### src/rtl/cpu_pkg.sv
// rtl/cpu_pkg.sv - shared CPU constants: IF/ID state encoding, NOP word, rs/rt field positions
package cpu_pkg;

  typedef enum logic {
    RUN  = 1'b0,
    HELD = 1'b1
  } ifid_state_e;

  localparam logic [31:0] NOP = 32'h0000_0000;

  localparam int RS_MSB = 25;
  localparam int RS_LSB = 21;
  localparam int RT_MSB = 20;
  localparam int RT_LSB = 16;

endpackage

### src/rtl/hazard_detect.sv
// rtl/hazard_detect.sv - load-use / busy stall and bubble generation for the ID stage
module hazard_detect (
  input  logic       valid,
  input  logic [4:0] rs,
  input  logic [4:0] rt,
  input  logic       ex_mem_read,
  input  logic [4:0] ex_rt,
  input  logic       busy,
  input  logic       flush,
  output logic       stall,
  output logic       bubble
);

  logic load_use;

  // r0 is hardwired zero, so a load targeting it can never create a dependency
  assign load_use = ex_mem_read & valid & (ex_rt != 5'd0) & ((ex_rt == rs) | (ex_rt == rt));

  assign stall  = (load_use | busy) & ~flush;
  assign bubble = load_use & ~flush;

endmodule

### src/rtl/if_id_pipe.sv
// rtl/if_id_pipe.sv - IF/ID pipeline register with stall/flush; counters built only with IFID_PERF_CNT_EN
module if_id_pipe
  import cpu_pkg::*;
(
  input  logic        clk_i,
  input  logic        rst_i,
  input  logic [31:0] pc_i,
  input  logic [31:0] npc_i,
  input  logic [31:0] instr_i,
  input  logic        flush_i,
  input  logic        ex_mem_read_i,
  input  logic [4:0]  ex_rt_i,
  input  logic        busy_i,
  output logic        stall_o,
  output logic        bubble_o,
  output logic [31:0] pc_o,
  output logic [31:0] npc_o,
  output logic [31:0] instr_o,
  output logic        valid_o,
  output logic [31:0] stall_cnt_o,
  output logic [31:0] flush_cnt_o
);

  ifid_state_e state_q, state_d;
  logic [31:0] pc_q, npc_q, hold_q;
  logic        valid_q;
  logic [31:0] instr_sel;

  // The synchronous ROM re-reads the held IF PC while stalled, so the ID word must come from hold_q
  assign instr_sel = (state_q == HELD) ? hold_q : instr_i;
  assign instr_o   = valid_q ? instr_sel : NOP;
  assign valid_o   = valid_q;
  assign pc_o      = pc_q;
  assign npc_o     = npc_q;

  hazard_detect u_hazard_detect (
    .valid       (valid_q),
    .rs          (instr_o[RS_MSB:RS_LSB]),
    .rt          (instr_o[RT_MSB:RT_LSB]),
    .ex_mem_read (ex_mem_read_i),
    .ex_rt       (ex_rt_i),
    .busy        (busy_i),
    .flush       (flush_i),
    .stall       (stall_o),
    .bubble      (bubble_o)
  );

  always_ff @(posedge clk_i or negedge rst_i) begin
    if (!rst_i) state_q <= RUN;
    else        state_q <= state_d;
  end

  always_comb begin
    state_d = state_q;
    if (flush_i)      state_d = RUN;
    else if (stall_o) state_d = HELD;
    else              state_d = RUN;
  end

  // stall_o is already masked by flush_i, so the non-stalled branch also covers flush
  always_ff @(posedge clk_i or negedge rst_i) begin
    if (!rst_i) begin
      pc_q    <= 32'd0;
      npc_q   <= 32'd0;
      hold_q  <= 32'd0;
      valid_q <= 1'b0;
    end else if (!stall_o) begin
      pc_q    <= pc_i;
      npc_q   <= npc_i;
      valid_q <= ~flush_i;
    end else if (state_q == RUN) begin
      hold_q  <= instr_i;
    end
  end

`ifdef IFID_PERF_CNT_EN
  logic [31:0] stall_cnt_q, flush_cnt_q;

  always_ff @(posedge clk_i or negedge rst_i) begin
    if (!rst_i) begin
      stall_cnt_q <= 32'd0;
      flush_cnt_q <= 32'd0;
    end else begin
      if (stall_o) stall_cnt_q <= stall_cnt_q + 32'd1;
      if (flush_i) flush_cnt_q <= flush_cnt_q + 32'd1;
    end
  end

  assign stall_cnt_o = stall_cnt_q;
  assign flush_cnt_o = flush_cnt_q;
`else
  assign stall_cnt_o = 32'd0;
  assign flush_cnt_o = 32'd0;
`endif

endmodule

### config.mk
export PLATFORM = sky130hd
export DESIGN_NAME = if_id_pipe
export DESIGN_NICKNAME = d
export VERILOG_FILES = /design/src/rtl/cpu_pkg.sv /design/src/rtl/hazard_detect.sv /design/src/rtl/if_id_pipe.sv
export SDC_FILE = /design/constraint.sdc
export NUM_CORES = 1
export LEC_CHECK = 0
export ABC_AREA = 1
export ABC_CLOCK_PERIOD_IN_PS = 2200
export CAP_MARGIN = 20
export CELL_PAD_IN_SITES_DETAIL_PLACEMENT = 1
export CELL_PAD_IN_SITES_GLOBAL_PLACEMENT = 1
export CORE_MARGIN = 4
export CORE_UTILIZATION = 27
export CTS_CLUSTER_SIZE = 16
export DETAILED_ROUTE_END_ITERATION = 7
export PLACE_DENSITY_LB_ADDON = 0.12
export SKIP_CTS_REPAIR_TIMING = 1
export SYNTH_ARGS = -nofsm -noshare
export SYNTH_HDL_FRONTEND = slang
export SYNTH_HIERARCHICAL = 1
export SYNTH_SLANG_ARGS = --single-unit
### constraint.sdc
create_clock -name clk_i -period 2.2 [get_ports clk_i]
set_input_delay 0.33 -clock clk_i [delete_from_list [all_inputs] [get_ports clk_i]]
set_output_delay 0.33 -clock clk_i [all_outputs]
set_load 0.01 [all_outputs]
* After elaboration in Yosys (flattened, before gate mapping)
Index checks and enable logic that the tools add are counted.
Operators by class: equal/unequal tests 2, muxes and demuxes 4, bitwise gates (word level) 8, reduce and logical (&&, ||, !) cells 1
Operators by type and width (number):
- $mux 32 | 2
- $eq 5x5->1 | 2
- $and 1x1->1 | 5
- $reduce_bool 5->1 | 1
- $mux 1 | 2
- $or 1x1->1 | 2
- $not 1->1 | 1
Word-level totals: bits in registers 98, input bits 106, output and inout port bits 163, logic and storage cells 20

* Longest topological paths before layout
Gate-level depths: netlist of run 1.
word-level depth 9, gate-level depth with buffers 20, mapped depth without buffers 15

* Hierarchy
The synthesis of run 1 kept the hierarchy.
Modules (own cells, without submodules):
- if_id_pipe | instances 1, cells each 680, area each 5016.1 um2, sequential area each 2452.4 um2
- hazard_detect | instances 1, cells each 54, area each 222.7 um2, sequential area each 0.0 um2

* Worst setup path before layout of run 1
No wires, ideal clock.
path type register to register, start register state_q, end register npc_q[0] (netlist: npc_o[0]), setup time 116 ps, data arrival time 2106 ps, required time 2084 ps, path slack -22 ps, stages on the path, launching flop included 21, buffers on the path 5, period minus slack after synthesis 2222 ps, path through dfrtp_1 buf_6 inv_1 buf_6 nand2_1 nand2_1 nor2_1 inv_1 nand2_1 nand2_1 nor2_1 nand3_1 nand2_1 nand2_1 nand2_1 buf_4 inv_4 buf_6 buf_6 nand2_1 nand2_1
Between the ends: word-level cells in the longest chain between the ends 7, elaborated cells between the ends (all ways) 8, classes of those cells eq/ne: 2; mux: 2; bitwise: 4
RTL lines:
- from (decl) | RTL line if_id_pipe.sv:24 | ifid_state_e state_q, state_d;
- from (signal assigned) | RTL line if_id_pipe.sv:50 | else state_q <= state_d;
- $mux 32
- $mux 32 | RTL line if_id_pipe.sv:31 | assign instr_o = valid_q ? instr_sel : NOP;
- via instr_o[20] | RTL line if_id_pipe.sv:18 | output logic [31:0] instr_o,
- $eq 5x5->1 | RTL line hazard_detect.sv:17 | assign load_use = ex_mem_read & valid & (ex_rt != 5'd0) & ((ex_rt == rs) | (ex_rt == rt));
- $or 1x1->1 | RTL line hazard_detect.sv:17
- $and 1x1->1 | RTL line hazard_detect.sv:17
- $or 1x1->1 | RTL line hazard_detect.sv:19 | assign stall = (load_use | busy) & ~flush;
- $and 1x1->1 | RTL line hazard_detect.sv:19
- via stall_o | RTL line if_id_pipe.sv:14 | output logic stall_o,
- to (signal assigned) | RTL line if_id_pipe.sv:69 | npc_q <= npc_i;
- to (decl) | RTL line if_id_pipe.sv:25 | logic [31:0] pc_q, npc_q, hold_q;
The timed path passes the listed nets, and every way through them passes these cells. A chain may end at the register's enable or synchronous reset.

* Worst setup path after layout of run 1
start register state_q, end output stall_o
Between the ends: word-level cells in the longest chain between the ends 7, elaborated cells between the ends (all ways) 8, classes of those cells eq/ne: 2; mux: 2; bitwise: 4
RTL lines (RTL line):
- $mux 32 *
- $mux 32 * | if_id_pipe.sv:31
- $eq 5x5->1 | hazard_detect.sv:17
- $or 1x1->1 * | hazard_detect.sv:17
- $and 1x1->1 * | hazard_detect.sv:17
- $or 1x1->1 * | hazard_detect.sv:19
- $and 1x1->1 * | hazard_detect.sv:19
- to (decl) | if_id_pipe.sv:14
Mark *: on every way between the ends. The rest lies on a longest branch, timed or not.

==> out/results.tsv, run 1 <==
metric	value	unit
die width	147.3	um
final WL	16910	um
CTS sink count	98	
share of the synthesized area in the top cell type	0.4681	
post-synthesis instance total	734	
MaxCap Viol Count	0	
Slew Viols, Final	0	
Hold WS	0.4192	ns
Starting Density	0.2773	
Top delay family on crit path	simple AND/OR/NAND/NOR gates	
Mapped Avg Cell Area	7.137	um2
HPWL Detailed	12700	um
Pwr Density	629.8	nW/um2
NumNets Final	1078	
RSZ-0062 raised after global routing	true	
area delta synth->final	56.44	%
Setup WS pre-CTS	-0.3827	ns
H-tree depth	3	
IO Pins	269	
GPL Wtd Cong	0.8332	
WP data arrival	1.98	ns
Filler Cells Inserted	2365	
share of cells above drive strength 1	0.1107	
Clock Latency Late Sink	0.34	ns
vias in the first global route	5176	
VDD IR max	449.9	uV
Seq cells post-synth	98	
Crit. Startpoint	state_q$_DFF_PN0_	
Pre-Repair DR Iteration Count	4	
CP Capture Type	primary output	
Final period util	1.050	
failing checks	negative setup slack	
Bufs on Longest Clock Path	2	
Post-DRT Antenna Nets	0	
Synth cell types	16	
worst-path fanout max	8	
final setup margin	-0.1105	ns
FP Rows	50	
leakage power	0.004700	uW
fin util	0.4338	
Syn Std Cell Area	5239	um2
crit path buf inv count	4	
die area	21700	um2
Worst setup SP type	flop	
core area	18890	um2
register area share after synthesis	0.4681	
status	complete, but fails checks	
Final Critical Period	2.311	ns
Final Skew	0.01265	ns
Reg2Reg Setup Slack	-0.07	ns
CTS tree	done	
total of warnings raised by yosys	6	
area leader, netlist	dfrtp_1	
first-pass GRT wire length	27140	um
ranking of synthesized cells by area	dfrtp_1, nand2_1, buf_4, inv_1, nand3_1	
DRC errors left	0	
critical path class	reg -> out	
CP dominant cell by count	nand2_4	
largest net degree at the start of global routing	47	
wire length per cell	13.68	um
slowest CP cell	dfrtp_2	
critical-path cell list	inv_4 -> buf_12 -> nand2_4 -> nand2_4 -> nor2_4 -> buf_6 -> nor2_4 -> nor2_2 -> nor2_1 -> nand3_1 -> nand2_1 -> nand2_2 -> nand2_4 -> buf_6	
gr usage total	0.1539	
initial antenna violation count	1	
Worst R2R Start	state_q$_DFF_PN0_	
hold crit path type	in -> async	
CTS Buf Count	9	
Worst-path clk slew	0.07	ns
# setup viols final	98	
CP required	1.87	ns
FF-to-FF path depth	18	
Chip Height	147.3	um
Final Hold Viols	0	
I/O Buffers	204	
initial drt markers	104	
fmax	0.4328	GHz
Via density	4.024	
Root Driver	clkbuf_16	
terminus of the critical flop-to-flop path	npc_o[12]$_DFFE_PN0N_	
grt total ovfl	0	
crit-path max cell delay	0.46	ns
Vias	4974	
n_diodes	0	
power by group:
| part | switching (uW) | internal, uW | total (uW) |
|---|---|---|---|
| sequential | 106 | 2000 | 2110 |
| combinational | 656 | 692 | 1350 |
| clock | 712 | 995 | 1710 |
| total | 1470 | 3690 | 5160 |
cell type report:
cell class | count | area, um2 | share of cell area
sequential | 98 | 2454 | 0.2994
inverter | 82 | 315.3 | 0.03847
tap | 260 | 325.3 | 0.03969
multi-input combinational | 522 | 2116 | 0.2582
timing repair buffer | 259 | 2670 | 0.3258
clock inverter | 6 | 90.09 | 0.01099
clock buffer | 9 | 225.2 | 0.02748
cell usage in the layout (no fill, tap or decap), types with 12 or more instances in the layout:
master,instances
nor2_1,33
nand2_2,12
conb_1,64
clkdlybuf4s50_1,170
dfrtp_1,97
nand3_1,34
buf_4,45
dlymetal6s2s_1,26
nand2_1,361
inv_1,77
kinds of logic after synthesis:
kind of cell / share of synthesized area
xor gates and xnor gates: 0.003344
AOI/OAI and AO/OA: 0.0009544
DFF: 0.4681
and+or+nand+nor: 0.3356
buffers and inverters: 0.1913
other: 0.0007158
per-layer routing:
| layer | up-vias | GRT usage | part of all wire |
|---|---|---|---|
| li1 | 2489 | - | - |
| met1 | 2317 | 0.1851 | 0.41 |
| met2 | 152 | 0.2495 | 0.47 |
| met3 | 14 | 0.07279 | 0.11 |
| met4 | 2 | 0.03914 | 0.0098 |
| met5 | - | 0 | 0.00071 |
how the worst max path moves through the flow:
stage,to,slack (ns),cells past startpoint
final,stall_o,-0.11,14
after global routing,stall_o,-0.27,14
after CTS,stall_o,-0.64,14
after detailed placement,stall_o,-0.38,14
after global placement,stall_o,-0.32,14
after floorplan,npc_o[0]$_DFFE_PN0N_,0.01,20
state kept, by name, indices dropped and copies added (netlist names):
signal   flops
hold_q      32
npc_o       32
pc_o        32
state_q      1
valid_o      1
Yosys cell counts, drive strengths merged:
master / instances
xnor2: 2
o21ai: 1
clkbuf: 4
inv: 82
nand4: 2
conb: 1
nand2: 377
nor2: 42
dfrtp: 98
nand3: 34
buf: 91
per-stage QoR:
stage          TNS (ns)  total power, uW  std cells  instance area, um2
5_1_grt          -21.72             5498       1236                8195
2_1_floorplan         0             2769        797                5478
6_report         -2.631             5162       1236                8195
4_1_cts          -15.20             5217       1228                7939
3_5_place_dp     -25.42             3471       1213                7624
3_3_place_gp     -19.33             3455       1213                7624
(Power assumes the default switching activity.)
==> run 2, diff against run 1 <==
Settings changed: CORE_UTILIZATION 27 to 43, DONT_BUFFER_PORTS set to 1.
==> run 2 against run 1 <==
The run ends with negative hold slack, negative setup slack left. Largest cell class is now registers. Register-to-register slack about the same. Sequential share of layout area increased by 11 points. Fmax decreased by 3.6%.
==> out/results.tsv, run 2 (same netlist as run 1, synthesis figures left out) <==
metric	value	unit	change
status	complete, but fails checks		unchanged
failing checks	negative hold slack, negative setup slack		was negative setup slack
Top delay family on crit path	simple AND/OR/NAND/NOR gates		unchanged
n_diodes	0		unchanged
Pre-Repair DR Iteration Count	4		unchanged
GPL Wtd Cong	0.8338		was 0.8332
worst-path fanout max	12		was 8
Worst setup SP type	flop		unchanged
largest net degree at the start of global routing	99		was 47
fmax	0.4173	GHz	was 0.4328 GHz
most frequent cells in the layout	nand2_1, dfrtp_1, inv_1		was nand2_1, clkdlybuf4s50_1, dfrtp_1
Slew Viols, Final	0		unchanged
initial drt markers	200		was 104
Bufs on Longest Clock Path	2		unchanged
HPWL Detailed	10510	um	was 12700 um
crit-path max cell delay	0.43	ns	was 0.46 ns
FP Rows	40		was 50
H-tree depth	3		unchanged
core area	11960	um2	was 18890 um2
grt total ovfl	0		unchanged
Final period util	1.089		was 1.050
CP dominant cell by count	nand2_1		was nand2_4
IO Pins	269		unchanged
area delta synth->final	15.69	%	was 56.44%
critical-path cell list	buf_6 -> nand2_1 -> nand2_2 -> nor2_4 -> inv_1 -> nand2_1 -> nand2_1 -> nor2_1 -> nand3_1 -> nand2_1 -> nand2_2 -> nand2_4 -> buf_6		was inv_4 -> buf_12 -> nand2_4 -> nand2_4 -> nor2_4 -> buf_6 -> nor2_4 -> nor2_2 -> nor2_1 -> nand3_1 -> nand2_1 -> nand2_2 -> nand2_4 -> buf_6
share of cells above drive strength 1	0.1224		was 0.1107
final setup margin	-0.1965	ns	was -0.1105 ns
Final Critical Period	2.396	ns	was 2.311 ns
fin util	0.5067		was 0.4338
Hold WS	-0.3232	ns	was 0.4192 ns
NumNets Final	869		was 1078
Root Driver	clkbuf_16		unchanged
Pwr Density	819.3	nW/um2	was 629.8 nW/um2
initial antenna violation count	0		was 1
CTS Buf Count	9		unchanged
Final Skew	0.009824	ns	was 0.01265 ns
VDD IR max	400.4	uV	was 449.9 uV
Clock Latency Late Sink	0.34	ns	about the same
Chip Height	118.4	um	was 147.3 um
first-pass GRT wire length	23000	um	was 27140 um
Worst-path clk slew	0.08	ns	was 0.07 ns
die area	14010	um2	was 21700 um2
Final Hold Viols	98		was 0
Post-DRT Antenna Nets	0		unchanged
most common cell after layout, fill and taps aside	nand2_1		unchanged
critical path class	reg -> out		unchanged
gr usage total	0.2010		was 0.1539
I/O Buffers	0		was 204
DRC errors left	0		unchanged
CP Capture Type	primary output		unchanged
Setup WS pre-CTS	-0.1305	ns	was -0.3827 ns
hold crit path type	in -> async		unchanged
crit path buf inv count	3		was 4
CTS sink count	98		unchanged
MaxCap Viol Count	0		unchanged
vias in the first global route	4467		was 5176
CTS tree	done		unchanged
final WL	16430	um	was 16910 um
slowest CP cell	dfrtp_1		was dfrtp_2
die width	118.4	um	was 147.3 um
leakage power	0.003569	uW	was 0.004700 uW
RSZ-0062 raised after global routing	true		unchanged
CP required	1.87	ns	about the same
WP data arrival	2.07	ns	was 1.98 ns
Starting Density	0.4380		was 0.2773
wire length per cell	17.95	um	was 13.68 um
Via density	4.781		was 4.024
Filler Cells Inserted	1529		was 2365
Vias	4375		was 4974
# setup viols final	97		was 98
-- run 2: cell types whose count changed in the layout (fill, tap and decap cells not counted), sizes merged --
| cell | change |
|---|---|
| clkdlybuf4s50 | -170 |
| dlygate4sd3 | -1 |
| buf | -18 |
| bufinv | +2 |
| dlymetal6s2s | -26 |
| clkbuf | +6 |
| clkinv | -1 |
-- run 2: path summary, 6_finish.rpt --
path	from	endpoint	slack [ns]	depth (start not counted)
worst max-delay path	state_q$_DFF_PN0_	stall_o	-0.20	13
worst min-delay path	rst_i	pc_o[4]$_DFFE_PN0N_	-0.32	0
worst max register to register	state_q$_DFF_PN0_	hold_q[29]$_DFFE_PN0P_	-0.06	16
worst min register to register	hold_q[7]$_DFFE_PN0P_	hold_q[7]$_DFFE_PN0P_	0.48	2
max in group asynchronous	rst_i	valid_o$_DFFE_PN0N_	2.36	0
min in group clk_i	flush_i	state_q$_DFF_PN0_	0.05	1
-- run 2: stage by stage --
stage	cells	hold WS, ns	TNS [ns]	cell area (um2)	power (uW)
detailed placement	873	0.03730	-9.657	5220	2888
global route	915	-0.3434	-19.67	6061	5217
global placement	873	0.03761	-2.413	5220	2844
finish	915	-0.3232	-3.178	6061	4965
CTS	889	-0.3356	-13.85	5594	4862
floorplan	797	0.03441	0	5478	2769
-- run 2: report_power, final --
part           total [uW]  switching, uW  internal, uW
sequential           2200            201          2000
clock                1970            725          1240
combinational         797            500           297
total                4970           1430          3540
-- run 2: per-layer routing --
metal / share of wire / vias up / wire length [um] / GRT usage
met5: 0 / - / 0 / 0
met4: 0.017 / 0 / 287 / 0.06010
li1: - / 2083 / - / -
met2: 0.51 / 171 / 8421 / 0.3491
met1: 0.38 / 2103 / 6217 / 0.2250
met3: 0.091 / 18 / 1499 / 0.08469
-- run 2: area by class of cell --
class | instances | area (um2) | share of cell area
repair buffers | 50 | 610.6 | 0.1007
clock inverters | 7 | 148.9 | 0.02457
flip-flops and latches | 98 | 2452 | 0.4046
well taps | 147 | 183.9 | 0.03035
inverters | 82 | 319.1 | 0.05264
multi-input cells | 522 | 2121 | 0.3499
clock buffers | 9 | 225.2 | 0.03716
